<file path="src/rtl/reset_seq_pkg.sv">
// -----------------------------------------------------------------------------
// reset_seq_pkg
// Shared types and constants for the reset sequencer.
//   state_e  : sequencer state (HOLD, RELEASE, RUN)
//   CAUSE_*  : encodings reported on the cause output
//   CAUSE_W  : width of the cause field
// -----------------------------------------------------------------------------
package reset_seq_pkg;

  typedef enum logic [1:0] {
    HOLD    = 2'd0,
    RELEASE = 2'd1,
    RUN     = 2'd2
  } state_e;

  localparam int CAUSE_W = 3;

  localparam logic [CAUSE_W-1:0] CAUSE_POR  = 3'd0;
  localparam logic [CAUSE_W-1:0] CAUSE_BTN  = 3'd1;
  localparam logic [CAUSE_W-1:0] CAUSE_SW   = 3'd2;
  localparam logic [CAUSE_W-1:0] CAUSE_LOCK = 3'd3;
  localparam logic [CAUSE_W-1:0] CAUSE_WDT  = 3'd4;

endpackage

</file>
<file path="src/rtl/rst_debounce.sv">
// -----------------------------------------------------------------------------
// rst_debounce
// Multi-flop synchroniser followed by an optional debouncer.
// With DEBOUNCE_CYCLES == 1 the block is a plain synchroniser: out_o is the
// last synchroniser flop, lagging async_i by SYNC_STAGES cycles.
// Otherwise out_o changes only after the synchronised input has disagreed with
// it for DEBOUNCE_CYCLES consecutive cycles; any agreement clears the count.
// Ports:
//   clk     in   clock
//   resetn  in   synchronous active-low reset (all flops to RESET_VAL, count 0)
//   async_i in   asynchronous input
//   out_o   out  synchronised (and debounced) level
// -----------------------------------------------------------------------------
module rst_debounce #(
  parameter int   SYNC_STAGES     = 2,
  parameter int   DEBOUNCE_CYCLES = 16,
  parameter logic RESET_VAL       = 1'b1
) (
  input  logic clk,
  input  logic resetn,
  input  logic async_i,
  output logic out_o
);

  logic [SYNC_STAGES-1:0] sync_q;
  logic                   sync_s;

  // NOTE: state registers use non-blocking assignments so every flop samples
  // the pre-edge value of its neighbour; blocking here would collapse the chain.
  always_ff @(posedge clk) begin
    if (!resetn) sync_q <= {SYNC_STAGES{RESET_VAL}};
    else         sync_q <= {sync_q[SYNC_STAGES-2:0], async_i};
  end

  assign sync_s = sync_q[SYNC_STAGES-1];

  if (DEBOUNCE_CYCLES <= 1) begin : g_plain
    assign out_o = sync_s;
  end else begin : g_deb
    localparam int CW = $clog2(DEBOUNCE_CYCLES + 1);
    localparam logic [CW-1:0] CNT_LAST = CW'(DEBOUNCE_CYCLES - 1);

    logic [CW-1:0] cnt_q, cnt_d;
    logic          deb_q, deb_d;

    // NOTE: every signal driven here gets a default first, so no path
    // leaves it unassigned and no latch is inferred.
    always_comb begin
      cnt_d = '0;
      deb_d = deb_q;
      if (sync_s != deb_q) begin
        // The edge ending the DEBOUNCE_CYCLES-th disagreeing cycle flips the
        // output; the count returns to zero, so it never wraps.
        if (cnt_q == CNT_LAST) deb_d = sync_s;
        else                   cnt_d = cnt_q + 1'b1;
      end
    end

    always_ff @(posedge clk) begin
      if (!resetn) begin
        cnt_q <= '0;
        deb_q <= RESET_VAL;
      end else begin
        cnt_q <= cnt_d;
        deb_q <= deb_d;
      end
    end

    assign out_o = deb_q;
  end

endmodule

</file>
<file path="src/rtl/reset_seq.sv">
// -----------------------------------------------------------------------------
// reset_seq
// Parametrised reset sequencer. Holds CHANNELS active-low resets until the PLL
// is locked and HOLD_CYCLES trigger-free cycles have elapsed, then releases
// channel 0 first and the rest every STAGE_GAP cycles. A debounced button,
// a software request, PLL lock loss or (optionally) watchdog expiry
// re-asserts every channel and records the cause.
// Optional feature: define RESET_SEQ_WDT_EN to enable the RUN-state watchdog.
// Ports:
//   clk         in   system clock
//   resetn      in   master reset, synchronous active-low
//   btn_n       in   asynchronous reset button, active-low
//   pll_locked  in   asynchronous PLL lock indicator
//   req         in   software reset request (single-cycle pulse)
//   wdt_kick    in   watchdog restart pulse (ignored without RESET_SEQ_WDT_EN)
//   rst_n       out  sequenced active-low resets, bit 0 released first
//   busy        out  high whenever not in RUN
//   cause       out  last reset cause (0 POR, 1 BTN, 2 SW, 3 LOCK, 4 WDT)
// -----------------------------------------------------------------------------
module reset_seq
  import reset_seq_pkg::*;
#(
  parameter int CHANNELS        = 3,
  parameter int HOLD_CYCLES     = 8,
  parameter int STAGE_GAP       = 4,
  parameter int DEBOUNCE_CYCLES = 16,
  parameter int SYNC_STAGES     = 2,
  parameter int WDT_CYCLES      = 1024
) (
  input  logic                clk,
  input  logic                resetn,
  input  logic                btn_n,
  input  logic                pll_locked,
  input  logic                req,
  input  logic                wdt_kick,
  output logic [CHANNELS-1:0] rst_n,
  output logic                busy,
  output logic [CAUSE_W-1:0]  cause
);

  localparam int HW = $clog2(HOLD_CYCLES + 1);
  localparam int GW = $clog2(STAGE_GAP + 1);
  localparam logic [HW-1:0]       HOLD_LAST = HW'(HOLD_CYCLES - 1);
  localparam logic [GW-1:0]       GAP_LAST  = GW'(STAGE_GAP - 1);
  localparam logic [CHANNELS-1:0] FIRST_ON  = CHANNELS'(1);
  localparam logic [CHANNELS-1:0] ALL_ON    = '1;

  logic btn_d, lock_s, wdt_expire, trig;

  rst_debounce #(
    .SYNC_STAGES    (SYNC_STAGES),
    .DEBOUNCE_CYCLES(DEBOUNCE_CYCLES),
    .RESET_VAL      (1'b1)
  ) u_btn (
    .clk    (clk),
    .resetn (resetn),
    .async_i(btn_n),
    .out_o  (btn_d)
  );

  // Lock only needs synchronising; a one-cycle debounce selects the bypass.
  rst_debounce #(
    .SYNC_STAGES    (SYNC_STAGES),
    .DEBOUNCE_CYCLES(1),
    .RESET_VAL      (1'b0)
  ) u_lock (
    .clk    (clk),
    .resetn (resetn),
    .async_i(pll_locked),
    .out_o  (lock_s)
  );

  state_e               state_q, state_d;
  logic [HW-1:0]        hold_q, hold_d;
  logic [GW-1:0]        gap_q, gap_d;
  logic [CHANNELS-1:0]  rst_q, rst_d;
  logic [CAUSE_W-1:0]   cause_q, cause_d;
  logic [CAUSE_W-1:0]   trig_cause;

`ifdef RESET_SEQ_WDT_EN
  localparam int WW = $clog2(WDT_CYCLES + 1);
  localparam logic [WW-1:0] WDT_LAST = WW'(WDT_CYCLES - 1);

  logic [WW-1:0] wdt_q, wdt_d;

  // Counts only in RUN; held at zero elsewhere and after a kick.
  always_comb begin
    wdt_d = '0;
    if (state_q == RUN && !wdt_kick && wdt_q != WDT_LAST) wdt_d = wdt_q + 1'b1;
  end

  assign wdt_expire = (state_q == RUN) && (wdt_q == WDT_LAST);

  always_ff @(posedge clk) begin
    if (!resetn) wdt_q <= '0;
    else         wdt_q <= wdt_d;
  end
`else
  logic unused_wdt;
  assign unused_wdt = wdt_kick | (WDT_CYCLES < 1);
  assign wdt_expire = 1'b0;
`endif

  assign trig = !btn_d || req || !lock_s || wdt_expire;

  // Priority when several triggers coincide: WDT > BTN > LOCK > SW.
  always_comb begin
    trig_cause = CAUSE_SW;
    if (wdt_expire)  trig_cause = CAUSE_WDT;
    else if (!btn_d) trig_cause = CAUSE_BTN;
    else if (!lock_s) trig_cause = CAUSE_LOCK;
  end

  // rst_q doubles as the release stage: it fills as a thermometer from bit 0,
  // so the channel to release next is the lowest zero bit.
  always_comb begin
    state_d = state_q;
    hold_d  = hold_q;
    gap_d   = gap_q;
    rst_d   = rst_q;
    cause_d = cause_q;
    unique case (state_q)
      HOLD: begin
        rst_d = '0;
        gap_d = '0;
        if (trig) begin
          hold_d = '0;
          // Missing lock is the normal power-up condition, not a cause.
          if (wdt_expire)  cause_d = CAUSE_WDT;
          else if (!btn_d) cause_d = CAUSE_BTN;
          else if (req)    cause_d = CAUSE_SW;
        end else if (hold_q == HOLD_LAST) begin
          // Last qualifying cycle: channel 0 rises on this edge.
          hold_d  = '0;
          rst_d   = FIRST_ON;
          state_d = (FIRST_ON == ALL_ON) ? RUN : RELEASE;
        end else begin
          hold_d = hold_q + 1'b1;
        end
      end
      RELEASE, RUN: begin
        if (trig) begin
          state_d = HOLD;
          hold_d  = '0;
          gap_d   = '0;
          rst_d   = '0;
          cause_d = trig_cause;
        end else if (state_q == RELEASE) begin
          if (gap_q == GAP_LAST) begin
            gap_d = '0;
            rst_d = (rst_q << 1) | FIRST_ON;
            if (rst_d == ALL_ON) state_d = RUN;
          end else begin
            gap_d = gap_q + 1'b1;
          end
        end
      end
      default: state_d = HOLD;
    endcase
  end

  always_ff @(posedge clk) begin
    if (!resetn) begin
      state_q <= HOLD;
      hold_q  <= '0;
      gap_q   <= '0;
      rst_q   <= '0;
      cause_q <= CAUSE_POR;
    end else begin
      state_q <= state_d;
      hold_q  <= hold_d;
      gap_q   <= gap_d;
      rst_q   <= rst_d;
      cause_q <= cause_d;
    end
  end

  assign rst_n = rst_q;
  assign busy  = (state_q != RUN);
  assign cause = cause_q;

endmodule

</file>
<file path="config.mk">
export PLATFORM = sky130hd
export DESIGN_NAME = reset_seq
export DESIGN_NICKNAME = d
export VERILOG_FILES = /design/src/rtl/reset_seq_pkg.sv /design/src/rtl/rst_debounce.sv /design/src/rtl/reset_seq.sv
export SDC_FILE = /design/constraint.sdc
export NUM_CORES = 1
export LEC_CHECK = 0
export CAP_MARGIN = 20
export CORE_MARGIN = 10
export CORE_UTILIZATION = 49
export DETAILED_ROUTE_END_ITERATION = 8
export PLACE_DENSITY = 0.83
export SETUP_SLACK_MARGIN = 0.05
export SLEW_MARGIN = 20
export SYNTH_ARGS = -nofsm -noshare
export SYNTH_HDL_FRONTEND = slang
export SYNTH_SLANG_ARGS = --single-unit
</file>
<file path="constraint.sdc">
create_clock -name clk -period 1.45 [get_ports clk]
set_input_delay 0.29 -clock clk [delete_from_list [all_inputs] [get_ports clk]]
set_output_delay 0.29 -clock clk [all_outputs]
set_load 0.01 [all_outputs]
</file>
==> metrics.txt <==
syn nets about 140; commonest cells after routing, fill and taps aside dfxtp_1 (19), buf_4 (13), nand2_1 (10); clk root buf clkbuf_4; post-synthesis cell area around 1200 µm²; Synth Instances roughly 120; Tot GR Track Use 0.104; register bit total from synthesis 24; period utilization 1.04; Final Worst Setup Slack -0.0631 ns; Post-CTS Hold Buffers 0; drt pass-1 iters 4; Starting Density 0.518; final worst path period need roughly 1.5 ns; mux cell area share after synthesis 0.0432; layout cells sized above 1 0.313; global route total overflow 0; Non-Filler Instances ~180; worst-path cell chain inv_2 > ha_4 > nand4b_1 > o21ai_2 > mux2i_1 > nor3b_2; met1 WL just under 1 mm; Core Region ~2200 µm²; number of top-level pins 13; final setup fails 2; Finished Cell Area ~1500 µm²; failing checks setup timing; diodes inserted 0; placed inst area ~1300 µm²; Post-Syn Area per Cell between 9 and 10 µm²; met3 WL 71 µm; pwr/cell area 728 nW/µm²; Post-Place Cells between 150 and 200; main combinational cell family by area after synthesis simple AND/OR/NAND/NOR gates; Synth Area in Compound Gates 0.150; H-tree depth 1; input/output buffers 10; Slowest-stage cell, CP dfxtp_2; dpl ws -0.219 ns; area grow syn2layout 28.3%; Num CTS Buffers 3; ranking of synthesized cells by area dfxtp_1 (42%), ha_1 (7.6%), mux2i_1 (4.3%); vias in the first global route between 800 and 900; CP max stage delay between 0.3 and 0.4 ns; initial antenna violation count 0; Worst Hold Class register to register; highest metal used met4; CTS clk-pin slew, worst paths between 0.1 and 0.15 ns; final antenna-violating net count 0; Critical Path RT roughly 1.7 ns; Synth top area share 0.415; Crit Path Category register to register; commonest non-fill, non-tap cell in the layout dfxtp_1; first-pass GRT wire length around 3.9 mm; share of flip-flops with an asynchronous set or reset 0; die height approximately 69 µm; Total Power 1.08 mW; gpl congestion 0.711; simple logic cell fraction of the synthesized area 0.224; FILL cells 206; row cnt 17; maximum root-to-sink buffer count 2; maximum fanout along the worst path 5; number of synthesized flops with an enable pin 0; Clock Skews around 0.0045 ns; cell taking the most area after synthesis dfxtp_1; via count roughly 910; fmax between 0.6 and 0.7 GHz; Leakage ~0.6 nW; critical path launch point type register; Final nets ~160; Iteration-0 DRC Markers 37; hold_ws between 0.4 and 0.5 ns; Via-to-Cell Ratio 5.18; unrepaired setup endpoints after global routing true; fin. max-slew vios 0; die area 4710 µm²; Peak VDD IR 0.682 mV; Routed WL per cell 12.8 µm; CP endpoint kind register; DRC 0; register area share after synthesis 0.415; Ys Warns 0; CTS tree done; met2 WL post-DR around 1.2 mm; Adder-Cell Fraction of Synth Area 0.0757; Post-Synth XOR/XNOR Area 0.0303; half-perimeter wire length after placement around 1.6 mm; Final Hold Viols 0; status finished with violations; routed wire length ~2.2 mm; maxcap violations 0; crit path DAT roughly 1.7 ns; Distinct cells, synth 37; Die Width approximately 69 µm; Clock Sink Count 24; clk_lat worst skew between 0.3 and 0.4 ns; Primary FF master, synth dfxtp_1; largest net degree at the start of global routing 14
-- cell type report --
type                       instances  area [µm²]  share of cell area
tap                               28        35.0              0.0236
inverter                           8        30.0              0.0202
sequential                        24         487               0.328
multi-input combinational         86         682               0.459
clock buffer                       4        36.3              0.0244
timing repair buffer              25         215               0.145
-- registers in the layout, summed over array words and instances (netlist names) --
name	flops
cause	2
gap_q	3
hold_q	4
rst_n	3
state_q	2
u_btn.g_deb.cnt_q	5
u_btn.out_o	1
u_btn.sync_q	2
u_lock.sync_q	2
-- metrics by stage --
step                      utilization  setup TNS [ns]
after detailed placement        0.599           -1.93
final                           0.665         -0.0658
after floorplan                     -               0
after global placement          0.599           -1.72
after CTS                       0.631          -0.182
after global routing            0.665          -0.701
-- synth_stat cells, types with 2 or more instances --
| cell | number |
|---|---|
| buf_6 | 2 |
| nand2_1 | 12 |
| o21ai_0 | 7 |
| o21ai_2 | 3 |
| dfxtp_1 | 24 |
| inv_1 | 8 |
| nand3_1 | 3 |
| xor2_1 | 2 |
| nor2_1 | 9 |
| ha_1 | 7 |
| nand4_1 | 2 |
| nor2b_1 | 3 |
| a22oi_1 | 2 |
| mux2i_1 | 5 |
| nand4b_1 | 2 |
| clkbuf_1 | 2 |
| nand3b_1 | 3 |
| xnor2_1 | 2 |
| nand2b_1 | 3 |
| and2_1 | 3 |
| a21oi_1 | 3 |
-- logic make-up (layout without fill, tap and decap cells) --
family / after synthesis / in the layout
muxes: 5 / 5
DFF: 24 / 24
AOI/OAI and AO/OA: 23 / 23
buffers and inverters: 13 / 37
adders and majority gates: 7 / 7
and+or+nand+nor: 46 / 46
xor gates and xnor gates: 4 / 4
other: 1 / 1
-- worst paths after layout --
kind,startpoint,slack (ns),end,cells past startpoint
max,state_q[1],-0.06,gap_q[1],6
min,u_btn.sync_q[0],0.44,u_btn.sync_q[1],1
max reg2reg,state_q[1],-0.06,gap_q[1],6
min reg2reg,u_btn.sync_q[0],0.44,u_btn.sync_q[1],1
-- timing repair --
item,4_1_cts,5_1_grt
pin swaps,9,10
gates cloned,0,0
setup endpoints to repair,17,19
buffers inserted,3,3
gates resized for setup,14,16
-- routing by layer --
metal,GRT usage,up-vias
li1,-,466
met1,0.110,427
met2,0.198,11
met3,0.0258,2
met4,0.0302,0
met5,0,-
-- report_power, final --
group / switching, mW / total, mW / internal [mW]
Clock: 0.200 / 0.354 / 0.153
Sequential: 0.00510 / 0.673 / 0.668
Combinational: 0.0242 / 0.0542 / 0.0300
Total: 0.230 / 1.08 / 0.851
-- critical path, delay by kind of cell (launching register included) --
| kind | cells | cell delay, ns |
|---|---|---|
| AO/OA/AOI/OAI | 1 | 0.22 |
| adder cells (fa/ha/maj) | 1 | 0.27 |
| buffers and inverters | 1 | 0.06 |
| flip-flops | 1 | 0.37 |
| multiplexers | 1 | 0.24 |
| AND/OR/NAND/NOR | 2 | 0.25 |
Note: power is estimated with default switching activity, not from simulation.
